[src/rtl/cdb_arbiter_if.sv]
// ----------------------------------------------------------------------------
// cdb_arbiter_if : result-producer <-> common-data-bus arbiter signal bundle
// Rev 1.0
// ----------------------------------------------------------------------------
`default_nettype none

interface cdb_arbiter_if #(
  parameter int N_REQ   = 4,
  parameter int DATA_W  = 32,
  parameter int LABEL_W = 4
);
  localparam int c_IDX_W = $clog2(N_REQ);

  logic [N_REQ-1:0]         require;
  logic [N_REQ*DATA_W-1:0]  data_in;
  logic [N_REQ*LABEL_W-1:0] label_in;
  logic                     cdb_stall;
  logic [N_REQ-1:0]         accepts;
  logic                     BCEN;
  logic [DATA_W-1:0]        BCdata;
  logic [LABEL_W-1:0]       BClabel;
  logic [c_IDX_W-1:0]       grant_idx;
  logic                     zero_label_err;

  modport master (
    output require, data_in, label_in, cdb_stall,
    input  accepts, BCEN, BCdata, BClabel, grant_idx, zero_label_err
  );

  modport slave (
    input  require, data_in, label_in, cdb_stall,
    output accepts, BCEN, BCdata, BClabel, grant_idx, zero_label_err
  );
endinterface

`default_nettype wire

[src/rtl/cdb_arbiter.sv]
// ----------------------------------------------------------------------------
// cdb_arbiter : round-robin CDB arbiter with starvation override, registered bus
// Rev 1.0
// ----------------------------------------------------------------------------
`default_nettype none

module cdb_arbiter #(
  parameter int N_REQ    = 4,
  parameter int DATA_W   = 32,
  parameter int LABEL_W  = 4,
  parameter int WAIT_W   = 4,
  parameter int MAX_WAIT = 8
) (
  input wire           clk,
  input wire           RST,
  cdb_arbiter_if.slave cdb
);

  localparam int                c_IDX_W    = $clog2(N_REQ);
  localparam logic [WAIT_W-1:0] c_MAX_WAIT = WAIT_W'(MAX_WAIT);

  logic                 bcen_q;
  logic [DATA_W-1:0]    bcdata_q;
  logic [LABEL_W-1:0]   bclabel_q;
  logic [c_IDX_W-1:0]   grant_idx_q;
  logic                 zerr_q;
  logic [c_IDX_W-1:0]   rr_ptr_q;
  logic [c_IDX_W-1:0]   rr_ptr_d;
  logic [WAIT_W-1:0]    wait_q [N_REQ];
  logic [WAIT_W-1:0]    wait_d [N_REQ];

  logic                 w_starved_any;
  logic [c_IDX_W-1:0]   w_starved_idx;
  logic [c_IDX_W-1:0]   w_rr_idx;
  logic [c_IDX_W-1:0]   w_scan;
  logic [c_IDX_W-1:0]   w_win;
  logic                 w_grant;
  logic [N_REQ-1:0]     w_accepts;
  logic [DATA_W-1:0]    w_win_data;
  logic [LABEL_W-1:0]   w_win_label;

  always_comb begin
    // Scans run high-to-low so the last hit is the lowest / nearest candidate.
    w_starved_any = 1'b0;
    w_starved_idx = '0;
    for (int i = N_REQ - 1; i >= 0; i--) begin
      if (cdb.require[i] && (wait_q[i] == c_MAX_WAIT)) begin
        w_starved_any = 1'b1;
        w_starved_idx = c_IDX_W'(i);
      end
    end

    w_rr_idx = rr_ptr_q;
    w_scan   = '0;
    for (int k = N_REQ - 1; k >= 0; k--) begin
      w_scan = rr_ptr_q + c_IDX_W'(k);
      if (cdb.require[w_scan]) begin
        w_rr_idx = w_scan;
      end
    end

    w_win   = w_starved_any ? w_starved_idx : w_rr_idx;
    w_grant = !cdb.cdb_stall && (|cdb.require);

    w_accepts   = '0;
    w_win_data  = '0;
    w_win_label = '0;
    for (int i = 0; i < N_REQ; i++) begin
      if (c_IDX_W'(i) == w_win) begin
        w_accepts[i] = w_grant;
        w_win_data   = cdb.data_in[i*DATA_W +: DATA_W];
        w_win_label  = cdb.label_in[i*LABEL_W +: LABEL_W];
      end
    end

    // Pointer width is log2(N_REQ), so the +1 wraps modulo N_REQ for free.
    rr_ptr_d = w_grant ? (w_win + c_IDX_W'(1)) : rr_ptr_q;

    for (int i = 0; i < N_REQ; i++) begin
      if (w_accepts[i] || !cdb.require[i]) begin
        wait_d[i] = '0;
      end else if (cdb.cdb_stall || (wait_q[i] == c_MAX_WAIT)) begin
        wait_d[i] = wait_q[i];
      end else begin
        wait_d[i] = wait_q[i] + WAIT_W'(1);
      end
    end
  end

  always_ff @(posedge clk or posedge RST) begin
    if (RST) begin
      bcen_q      <= 1'b0;
      bcdata_q    <= '0;
      bclabel_q   <= '0;
      grant_idx_q <= '0;
      zerr_q      <= 1'b0;
      rr_ptr_q    <= '0;
      for (int i = 0; i < N_REQ; i++) begin
        wait_q[i] <= '0;
      end
    end else begin
      bcen_q   <= w_grant;
      rr_ptr_q <= rr_ptr_d;
      if (w_grant) begin
        bcdata_q    <= w_win_data;
        bclabel_q   <= w_win_label;
        grant_idx_q <= w_win;
        if (w_win_label == '0) begin
          zerr_q <= 1'b1;
        end
      end
      for (int i = 0; i < N_REQ; i++) begin
        wait_q[i] <= wait_d[i];
      end
    end
  end

  assign cdb.accepts        = w_accepts;
  assign cdb.BCEN           = bcen_q;
  assign cdb.BCdata         = bcdata_q;
  assign cdb.BClabel        = bclabel_q;
  assign cdb.grant_idx      = grant_idx_q;
  assign cdb.zero_label_err = zerr_q;

endmodule

`default_nettype wire

[src/flat_wrapper.sv]
// flat-port wrapper written by rule: the top's interface ports become plain ports
module cdb_arbiter_flat 
#(
  parameter int N_REQ    = 4,
  parameter int DATA_W   = 32,
  parameter int LABEL_W  = 4,
  parameter int WAIT_W   = 4,
  parameter int MAX_WAIT = 8
)
  (clk, RST, cdb_require, cdb_data_in, cdb_label_in, cdb_cdb_stall, cdb_accepts, cdb_BCEN, cdb_BCdata, cdb_BClabel, cdb_grant_idx, cdb_zero_label_err);
  cdb_arbiter_if #(.N_REQ(N_REQ), .DATA_W(DATA_W), .LABEL_W(LABEL_W)) cdb_i ();
  input wire clk;
  input wire RST;
  input wire logic [$bits(cdb_i.require)-1:0] cdb_require;
  input wire logic [$bits(cdb_i.data_in)-1:0] cdb_data_in;
  input wire logic [$bits(cdb_i.label_in)-1:0] cdb_label_in;
  input wire logic [$bits(cdb_i.cdb_stall)-1:0] cdb_cdb_stall;
  output wire logic [$bits(cdb_i.accepts)-1:0] cdb_accepts;
  output wire logic [$bits(cdb_i.BCEN)-1:0] cdb_BCEN;
  output wire logic [$bits(cdb_i.BCdata)-1:0] cdb_BCdata;
  output wire logic [$bits(cdb_i.BClabel)-1:0] cdb_BClabel;
  output wire logic [$bits(cdb_i.grant_idx)-1:0] cdb_grant_idx;
  output wire logic [$bits(cdb_i.zero_label_err)-1:0] cdb_zero_label_err;
  assign cdb_i.require = cdb_require;
  assign cdb_i.data_in = cdb_data_in;
  assign cdb_i.label_in = cdb_label_in;
  assign cdb_i.cdb_stall = cdb_cdb_stall;
  assign cdb_accepts = cdb_i.accepts;
  assign cdb_BCEN = cdb_i.BCEN;
  assign cdb_BCdata = cdb_i.BCdata;
  assign cdb_BClabel = cdb_i.BClabel;
  assign cdb_grant_idx = cdb_i.grant_idx;
  assign cdb_zero_label_err = cdb_i.zero_label_err;
  cdb_arbiter #(.N_REQ(N_REQ), .DATA_W(DATA_W), .LABEL_W(LABEL_W), .WAIT_W(WAIT_W), .MAX_WAIT(MAX_WAIT)) u_core (.clk(clk), .RST(RST), .cdb(cdb_i));
endmodule
[config.mk]
export PLATFORM = sky130hd
export DESIGN_NAME = cdb_arbiter_flat
export DESIGN_NICKNAME = d
export VERILOG_FILES = /design/src/rtl/cdb_arbiter_if.sv /design/src/rtl/cdb_arbiter.sv /design/src/flat_wrapper.sv
export SDC_FILE = /design/constraint.sdc
export NUM_CORES = 1
export LEC_CHECK = 0
export CAP_MARGIN = 25
export CORE_UTILIZATION = 35
export DETAILED_ROUTE_END_ITERATION = 10
export HOLD_SLACK_MARGIN = 0.12
export PLACE_DENSITY = 0.88
export SYNTH_ARGS = -nofsm -noshare
export SYNTH_HDL_FRONTEND = slang
export SYNTH_SLANG_ARGS = --single-unit
[constraint.sdc]
create_clock -name clk -period 2.9 [get_ports clk]
set_input_delay 0.58 -clock clk [delete_from_list [all_inputs] [get_ports clk]]
set_output_delay 0.58 -clock clk [all_outputs]
set_load 0.005 [all_outputs]
==> results of run 1 <==
[cell families (layout without fill, tap and decap cells)]
group | after synthesis | after routing
xor gates and xnor gates | 12 | 12
AOI/OAI and AO/OA | 124 | 124
adders and majority gates | 12 | 12
and+or+nand+nor | 155 | 155
buffers and inverters | 53 | 301
DFF | 58 | 58
muxes | 9 | 9
[synth_stat cells, types with 2 or more instances]
master,count,area [µm²]
nand2_1,8,30.0
mux2i_1,4,40.0
inv_1,20,75.1
a22oi_1,3,22.5
or4_1,4,30.0
xnor2_1,8,70.1
a31oi_1,5,31.3
a21oi_1,68,340
nor2b_1,3,18.8
and4b_1,2,20.0
ha_1,12,150
nor3_1,35,175
mux2_2,4,45.0
nor2_1,91,342
and2_1,4,25.0
clkbuf_1,16,60.1
xor2_1,4,35.0
buf_1,3,11.3
o21ai_0,6,30.0
nand2b_1,2,12.5
a221oi_1,34,298
dfrtp_1,58,1450
buf_2,13,65.1
[power breakdown]
group	total, mW	internal (mW)	switching [mW]
Sequential	1.26	1.09	0.169
Clock	0.697	0.378	0.318
Combinational	3.03	1.68	1.35
[through the flow]
step,utilization,setup WS [ns],hold WS (ns),setup TNS [ns]
2_1_floorplan,-,0.0186,0.466,0
3_3_place_gp,0.604,-0.495,0.451,-17.60
3_5_place_dp,0.604,-0.638,0.475,-23.64
4_1_cts,0.644,0.000134,0.484,0
5_1_grt,0.660,-0.0417,0.510,-0.132
6_report,0.660,0.0541,0.485,0
[critical path: stages]
cell and delay [ns]:
clkdlybuf4s15_2 0.22, nor2b_2 0.18, o31a_1 0.26, nor4_2 0.29, nor3_2 0.11, buf_4 0.16
ha_1 0.19, and2_1 0.15, clkbuf_2 0.13
[layout make-up]
cell class                      instances  area, µm²  area share
Timing Repair Buffer                  264       2560       0.400
Multi-Input combinational cell        312       1970       0.307
Sequential cell                        58       1450       0.226
Clock buffer                           14        173      0.0269
Tap cell                              133        166      0.0259
Inverter                               21       82.6      0.0129
Clock inverter                          2       10.0     0.00156
[cell usage in the layout, fill, tap and decap left out, types with 3 or more instances in the layout]
cell / netlist / routed
clkdlybuf4s50_1: 0 / 186
nor2_1: 91 / 90
a21oi_1: 68 / 68
buf_4: 0 / 60
dfrtp_1: 58 / 58
nor3_1: 35 / 33
a221oi_1: 34 / 31
clkbuf_8: 0 / 12
inv_1: 20 / 11
inv_2: 0 / 9
nand2_1: 8 / 8
xnor2_1: 8 / 8
o21ai_0: 6 / 6
ha_1: 12 / 6
a31oi_1: 5 / 5
ha_4: 0 / 5
buf_12: 0 / 5
and2_1: 4 / 4
or4_1: 4 / 4
xor2_1: 4 / 4
mux2_2: 4 / 4
mux2i_1: 4 / 4
a221oi_2: 0 / 3
a22oi_1: 3 / 3
buf_6: 0 / 3
[flip-flops by register name, indices dropped and copies added, names as in the netlist]
name and cells:
u_core.cdb.BCEN 1, u_core.cdb.BCdata 32, u_core.cdb.BClabel 4, u_core.cdb.grant_idx 2, u_core.cdb.zero_label_err 1, u_core.rr_ptr_q 2, u_core.wait_q 16
[how the worst max path moves through the flow]
stage	endpoint	slack (ns)	cells past startpoint	start
final	cdb_accepts[2]	0.05	9	cdb_require[2]
after global placement	cdb_accepts[2]	-0.49	9	cdb_require[0]
after CTS	cdb_accepts[2]	0.0001	9	cdb_require[2]
after detailed placement	u_core.cdb.zero_label_err	-0.64	13	cdb_require[2]
after global routing	cdb_accepts[3]	-0.04	11	u_core.wait_q[12]
after floorplan	cdb_accepts[3]	0.02	9	cdb_require[3]
[what timing repair did]
item                                    4_1_cts  5_1_grt
cloned                                        1        1
pin swaps                                     5        7
endpoints found under the setup margin       44       32
resized for setup                            39       17
hold endpoints to repair                      0        0
setup buffers                                16        9
[layer usage]
| layer | GRT usage | wire (µm) |
|---|---|---|
| met5 | 0 | 0 |
| met2 | 0.432 | 6870 |
| met4 | 0.122 | 441 |
| met1 | 0.269 | 5020 |
| met3 | 0.0622 | 1010 |
==> flow_summary.json, run 1 <==
{
  "clock.fmax_mhz": 351,
  "nNetsFinal": 829,
  "layout-drive-gt1-share": 0.189,
  "cp-start-kind": "input port",
  "hold_path.class": "reg2reg",
  "dieWidth_um": 102,
  "synthMuxAreaShare": 0.0285,
  "place_hpwl_um": 9720,
  "diodes": 0,
  "synth-xor-area-share": 0.0299,
  "cts_tree": "done",
  "critical_path_required_ns": 2.32,
  "maxCapViolations": 0,
  "core_um2": 9730,
  "holdBufCountCts": 0,
  "dieHeight_um": 102,
  "std_cell_rows": 36,
  "async_reset_ff_frac": 1.00,
  "ir_worst_vdd_uv": 360,
  "syn_area_per_cell_um2": 8.30,
  "dieArea_um2": 10400,
  "rsz0062_at_grt": "yes",
  "clkLatencyLatePin_ns": 0.34,
  "clk_pin_slew_worst_paths_ns": 0.06,
  "syn_area_um2": 3510,
  "design_area_um2": 6420,
  "endpoint_kind": "primary output",
  "num_vias": 4299,
  "p_per_area_nw_per_um2": 778,
  "root_buffer": "clkbuf_8",
  "finalHoldViolCount": 0,
  "synth_top_family_by_area": "compound AO/OA/AOI/OAI gates",
  "tightestPinTransition_ns": 0.552,
  "dp.cells": 761,
  "post-route-period-util": 0.981,
  "route.detailed.drc": 0,
  "cp.arrival_ns": 2.27,
  "antenna_found_initial": 0,
  "via_per_inst": 5.35,
  "worstPathMaxFanout": 5,
  "p_leak_nw": 2.66,
  "io_buffers": 194,
  "yosys_register_bits": 58,
  "path_class": "in2out",
  "synth_edf_count": 0,
  "grt_max_degree": 44,
  "synthSimpleGateAreaFrac": 0.200,
  "grt_use_total": 0.243,
  "fin_skew_ns": 0.00671,
  "wl_um": 13300,
  "min_path_cells": 1,
  "synth.distinct_cells": 39,
  "wire_per_inst_um": 16.6,
  "regToRegSetupSlack_ns": 0.09,
  "drtPass1Iterations": 5,
  "fin_crit_ns": 2.85,
  "syn2layout_area_growth_pct": 82.8,
  "finalSetupViolations": 0,
  "yosysSeqAreaShare": 0.413,
  "synth_fa_ha_area_frac": 0.0428,
  "drt-initial-drc-count": 150,
  "ant_nets": 0,
  "cts_max_path_buffers": 2,
  "reg2regPathDepth": 14,
  "num-fill-cells": 792,
  "grt_pass1_vias": 4154,
  "routabilityCongestion": 0.815,
  "worstHoldStart": "u_core.cdb.zero_label_err",
  "grt_first_pass_wirelength_um": 19300,
  "yosysWarningCount": 0,
  "boundaryPins": 195,
  "slew_violations": 0,
  "worstReg2RegStart": "u_core.wait_q[5]",
  "whs_endpoint": "u_core.cdb.zero_label_err",
  "syn_inst": 423,
  "htreeDepth": 3,
  "cts_sinks": 58,
  "start_util": 0.361,
  "cts_buffers": 9,
  "syn-num-nets": 586,
  "overflow": 0,
  "place_area_um2": 5880,
  "synth_compound_area_frac": 0.225,
  "slew_headroom": 0.632,
  "fin_cells": 804,
  "finalPower_mw": 4.99,
  "r2r_end": "u_core.cdb.BClabel[2]",
  "ys.flop_type": "dfrtp_1",
  "outcome": "finished, final reports clean"
}
(Power assumes the default switching activity.)
==> run 2: changes to the inputs <==
ABC_AREA = 1   (was not set)
CORE_UTILIZATION = 36   (was 35)
CTS_CLUSTER_SIZE = 25   (was not set)
==> flow_summary.json, run 2 <==
{
  "outcome": "finished, final reports clean",
  "place_hpwl_um": 10100,
  "design_area_um2": 6200,
  "num-fill-cells": 846,
  "rsz0062_at_grt": "yes",
  "cts_max_path_buffers": 2,
  "p_leak_nw": 2.68,
  "diodes": 0,
  "reg2regPathDepth": 16,
  "largest_reg_flops": 32,
  "grt_first_pass_wirelength_um": 22000,
  "drtPass1Iterations": 5,
  "fin_skew_ns": 0.0149,
  "syn_area_per_cell_um2": 7.28,
  "fin_util": 0.623,
  "path_class": "in2out",
  "cp.arrival_ns": 2.27,
  "yosysSeqAreaShare": 0.386,
  "wl_um": 14000,
  "num_vias": 4597,
  "p_per_area_nw_per_um2": 1180,
  "cts_sinks": 58,
  "cts_buffers": 9,
  "antenna_found_initial": 0,
  "routabilityCongestion": 0.879,
  "top_layer_used": "met4",
  "yosysWarningCount": 0,
  "endpoint_kind": "primary output",
  "fin_crit_ns": 2.85,
  "dieWidth_um": 104,
  "m1WireLength_um": 5320,
  "via_per_inst": 5.33,
  "grt_pass1_vias": 4629,
  "std_cell_rows": 36,
  "slew_violations": 0,
  "nNetsFinal": 887,
  "root_buffer": "clkbuf_8",
  "place_area_um2": 5950,
  "synth_top_cell_by_area": "dfrtp_1",
  "synth_edf_count": 0,
  "syn2layout_area_growth_pct": 65.2,
  "final_cell_mix": "186 x clkdlybuf4s50_1, 111 x nand2_1, 107 x a21oi_1",
  "place_worst_setup_slack_ns": -0.558,
  "hold_ws_ns": 0.489,
  "htreeDepth": 3,
  "drt-initial-drc-count": 255,
  "grt_use_total": 0.259,
  "cts_tree": "done",
  "yosys.area.top_type_share": 0.386,
  "dr_wl_met3_um": 1050,
  "fin_cells": 862,
  "synth_area_leaders": "dfrtp_1 39%, a21oi_1 14%, nand2_1 11%, o211ai_1 6.4%, nor2_1 4.5%",
  "wl_met2_um": 7050,
  "yosys_register_bits": 58,
  "overflow": 0,
  "syn-num-nets": 679,
  "core_um2": 9950,
  "dieHeight_um": 104,
  "layout-drive-gt1-share": 0.118,
  "dp.cells": 841,
  "route.detailed.drc": 0,
  "worstPathMaxFanout": 4,
  "ir_worst_vdd_uv": 666,
  "async_reset_ff_frac": 1.00,
  "grt_max_degree": 40,
  "yosysMostFrequentCell": "nand2_1",
  "hold_path.class": "reg2reg",
  "post-route-period-util": 0.982,
  "fin_ws_ns": 0.0526,
  "setup_tns_ns": 0,
  "slew_headroom": 0.566,
  "min_path_cells": 1,
  "ant_nets": 0,
  "boundaryPins": 195,
  "wire_per_inst_um": 16.3,
  "critical_path_required_ns": 2.32,
  "mostFrequentLayoutCell": "clkdlybuf4s50_1",
  "dieArea_um2": 10800,
  "holdBufCountCts": 0,
  "finalPower_mw": 7.30,
  "maxCapViolations": 0,
  "start_util": 0.377,
  "finalSetupViolations": 0,
  "clk_pin_slew_worst_paths_ns": 0.09,
  "clock.fmax_mhz": 351,
  "io_buffers": 194,
  "cp-start-kind": "input port",
  "finalHoldViolCount": 0,
  "clkLatencyLatePin_ns": 0.34,
  "ys.flop_type": "dfrtp_1",
  "tightestPinTransition_ns": 0.649,
  "syn_inst": 516,
  "regArea_um2": 1450,
  "synth.distinct_cells": 29,
  "syn_area_um2": 3760,
  "ys_top_cells_by_count": "111 x nand2_1, 107 x a21oi_1, 58 x dfrtp_1",
  "multi_input_area_um2": 2020
}
[run 2: cell types whose count changed after synthesis, moves of 14 or more]
cell | before | now
o211ai_1 | 0 | 32
nand2_1 | 8 | 111
o21ai_1 | 0 | 14
nand3_1 | 1 | 20
nor2_1 | 91 | 45
a21oi_1 | 68 | 107
a221oi_1 | 34 | 0
nor3_1 | 35 | 0
[run 2: critical path, stage by stage]
cell and delay (ns):
dlygate4sd2_1 0.25, inv_2 0.10, nand2_2 0.06, nand3_1 0.10, nand2_1 0.08, inv_2 0.06
nand2_2 0.04, nand2_2 0.05, nand3_1 0.07, nand2_1 0.08, nand2_2 0.08, nand2_4 0.09
ha_2 0.20, inv_2 0.05, nor2_1 0.15, clkdlybuf4s15_2 0.23
[run 2: cell families after synthesis]
logic type | Yosys count | synth area share
adder cells (fa/ha/maj) | 12 | 0.0400
XOR/XNOR | 2 | 0.00466
buffers and inverters | 68 | 0.0823
flip-flops | 58 | 0.386
AND/OR/NAND/NOR | 201 | 0.227
AO/OA/AOI/OAI | 175 | 0.260
[run 2: metal layers]
metal	vias up	track usage
li1	2174	-
met1	2117	0.293
met2	255	0.457
met3	51	0.0539
met4	0	0.138
met5	-	0
[run 2: timing repair]
item / 4_1_cts / 5_1_grt
endpoints found under the hold margin: 0 / 0
resized for setup: 26 / 7
pin swaps: 3 / 4
setup endpoints to repair: 6 / 5
setup buffers: 1 / 4
[run 2: power breakdown]
| part | switching (mW) | internal, mW |
|---|---|---|
| Clock | 0.384 | 0.402 |
| Combinational | 2.93 | 2.23 |
| Sequential | 0.200 | 1.15 |
| Total | 3.52 | 3.78 |
[run 2: worst paths after layout]
kind                                           startpoint                        end  slack (ns)
max in group asynchronous                             RST         u_core.rr_ptr_q[1]        1.64
worst max-delay path                       cdb_require[1]             cdb_accepts[1]        0.05
worst min register to register  u_core.cdb.zero_label_err  u_core.cdb.zero_label_err        0.49
worst max register to register           u_core.wait_q[0]  u_core.cdb.zero_label_err        0.25
min in group asynchronous                             RST      u_core.cdb.BCdata[30]        0.65
worst min-delay path            u_core.cdb.zero_label_err  u_core.cdb.zero_label_err        0.49
[run 2: layout make-up]
type	count	share of cell area
well taps	133	0.0268
clock inverters	7	0.0127
inverters	37	0.0224
repair buffers	228	0.359
flip-flops and latches	58	0.234
multi-input cells	390	0.325
clock buffers	9	0.0200
==> run 3: changes to the inputs <==
CORE_ASPECT_RATIO = 1.2   (was not set)
TNS_END_PERCENT = 1   (was not set)
==> flow_summary.json, run 3 (same netlist as run 2, synthesis figures left out) <==
{
  "routabilityCongestion": 0.946,
  "hold_path.class": "reg2reg",
  "finalSetupViolations": 0,
  "p_leak_nw": 2.73,
  "cts_sinks": 58,
  "via_per_inst": 5.28,
  "dp.cells": 836,
  "grt_pass1_vias": 4529,
  "route.detailed.drc": 0,
  "finalHoldViolCount": 0,
  "clk_pin_slew_worst_paths_ns": 0.05,
  "dieArea_um2": 10800,
  "std_cell_rows": 40,
  "dieHeight_um": 114,
  "worstPathMaxFanout": 3,
  "pwr-share-comb": 0.690,
  "boundaryPins": 195,
  "mostFrequentLayoutCell": "clkdlybuf4s50_1",
  "clkLatencyLatePin_ns": 0.32,
  "wire_per_inst_um": 16.5,
  "nNetsFinal": 888,
  "grt_max_degree": 40,
  "slew_headroom": 0.618,
  "place_hpwl_um": 10700,
  "diodes": 0,
  "p_int_mw": 4.04,
  "layout-drive-gt1-share": 0.121,
  "fin_skew_ns": 0.00675,
  "root_buffer": "clkbuf_16",
  "drt-initial-drc-count": 209,
  "syn2layout_area_growth_pct": 67.3,
  "pwr-share-clk": 0.127,
  "pwr-share-seq": 0.183,
  "cts_max_path_buffers": 2,
  "outcome": "finished, final reports clean",
  "tightestPinTransition_ns": 0.573,
  "grt_first_pass_wirelength_um": 21700,
  "fin_cells": 856,
  "htreeDepth": 3,
  "p_per_area_nw_per_um2": 1190,
  "path_class": "reg2out",
  "clock.fmax_mhz": 358,
  "rsz0062_at_grt": "yes",
  "largest_reg_flops": 32,
  "hold_ws_ns": 0.486,
  "p_sw_mw": 3.45,
  "post-route-period-util": 0.963,
  "start_util": 0.373,
  "fin_crit_ns": 2.79,
  "overflow": 0,
  "cp.arrival_ns": 2.21,
  "cts_tree": "done",
  "p_sw_frac": 0.461,
  "dieWidth_um": 95.2,
  "io_buffers": 194,
  "maxCapViolations": 0,
  "num-fill-cells": 866,
  "antenna_found_initial": 0,
  "cp-start-kind": "register",
  "final_cell_mix": "186 x clkdlybuf4s50_1, 110 x nand2_1, 107 x a21oi_1",
  "wl_um": 14100,
  "ir_worst_vdd_uv": 557,
  "num_vias": 4523,
  "endpoint_kind": "primary output",
  "critical_path_required_ns": 2.32,
  "cts_buffers": 9,
  "drtPass1Iterations": 5,
  "core_um2": 10100,
  "ant_nets": 0,
  "grt_use_total": 0.264,
  "slew_violations": 0
}
## run 3: changes by cell type in the layout (fill, tap and decap cells not counted), sizes merged
cell         before  now
clkinv            4    5
bufinv            1    0
clkinvlp          3    0
dlygate4sd2       4    3
buf              36   35
clkbuf            9   16
inv              36   35
## run 3: worst max-delay path, cell delays in order, from the launching register on
cell	delay (ns)
dfrtp_1	0.41
inv_2	0.08
ha_1	0.15
nand2_2	0.08
nor2_2	0.13
inv_1	0.05
nand2_1	0.07
nand3b_1	0.12
nand3_2	0.08
inv_2	0.08
buf_4	0.12
ha_4	0.14
clkinv_1	0.07
nor2_1	0.10
clkdlybuf4s15_2	0.22
## run 3: layer usage
layer / GRT usage / share of wire
met3: 0.0420 / 0.062
met4: 0.143 / 0.028
met5: 0 / 0
met2: 0.467 / 0.53
met1: 0.298 / 0.38
## run 3: path summary, 6_finish.rpt
kind,slack (ns),endpoint,start,depth (start not counted)
worst max register to register,0.21,u_core.cdb.zero_label_err,u_core.rr_ptr_q[0],20
min in group asynchronous,0.65,u_core.cdb.BCdata[24],RST,2
worst min register to register,0.49,u_core.cdb.zero_label_err,u_core.cdb.zero_label_err,1
max in group asynchronous,1.66,u_core.cdb.BCdata[4],RST,3
worst min-delay path,0.49,u_core.cdb.zero_label_err,u_core.cdb.zero_label_err,1
worst max-delay path,0.11,cdb_accepts[2],u_core.wait_q[0],14
## run 3: final cells by class
cell class              instances  area (µm²)  area share
inverters                      37         144      0.0229
repair buffers                229        2230       0.355
clock buffers                  13         250      0.0398
flip-flops and latches         58        1450       0.231
well taps                     126         158      0.0251
multi-input cells             390        2040       0.324
clock inverters                 3        15.0     0.00239
## run 3: power groups by stage
stage | combinational [mW] | clock [mW] | sequential, mW
2_1_floorplan | 3.03 | 0 | 1.35
3_3_place_gp | 4.92 | 0 | 1.36
3_5_place_dp | 5.06 | 0 | 1.37
4_1_cts | 5.08 | 0.976 | 1.36
6_report | 5.17 | 0.951 | 1.37
5_1_grt | 5.69 | 1.00 | 1.40
## run 3: repair_timing
action / 4_1_cts / 5_1_grt
gates cloned: 0 / 0
pin swaps: 2 / 4
hold buffers: 0 / 0
endpoints found under the hold margin: 0 / 0
resized for setup: 20 / 18
buffers inserted: 0 / 4
setup endpoints to repair: 22 / 12
## run 3: stage by stage
| step | TNS [ns] | instance area, µm² | setup WS, ns | utilization | total power [mW] |
|---|---|---|---|---|---|
| 2_1_floorplan | 0 | 3760 | 0.252 | - | 4.39 |
| 3_3_place_gp | -13.11 | 5960 | -0.523 | 0.592 | 6.28 |
| 3_5_place_dp | -15.97 | 5960 | -0.541 | 0.592 | 6.42 |
| 4_1_cts | 0 | 6220 | 0.00479 | 0.619 | 7.42 |
| 5_1_grt | -0.0443 | 6280 | -0.0443 | 0.625 | 8.09 |
| 6_report | 0 | 6280 | 0.107 | 0.625 | 7.49 |
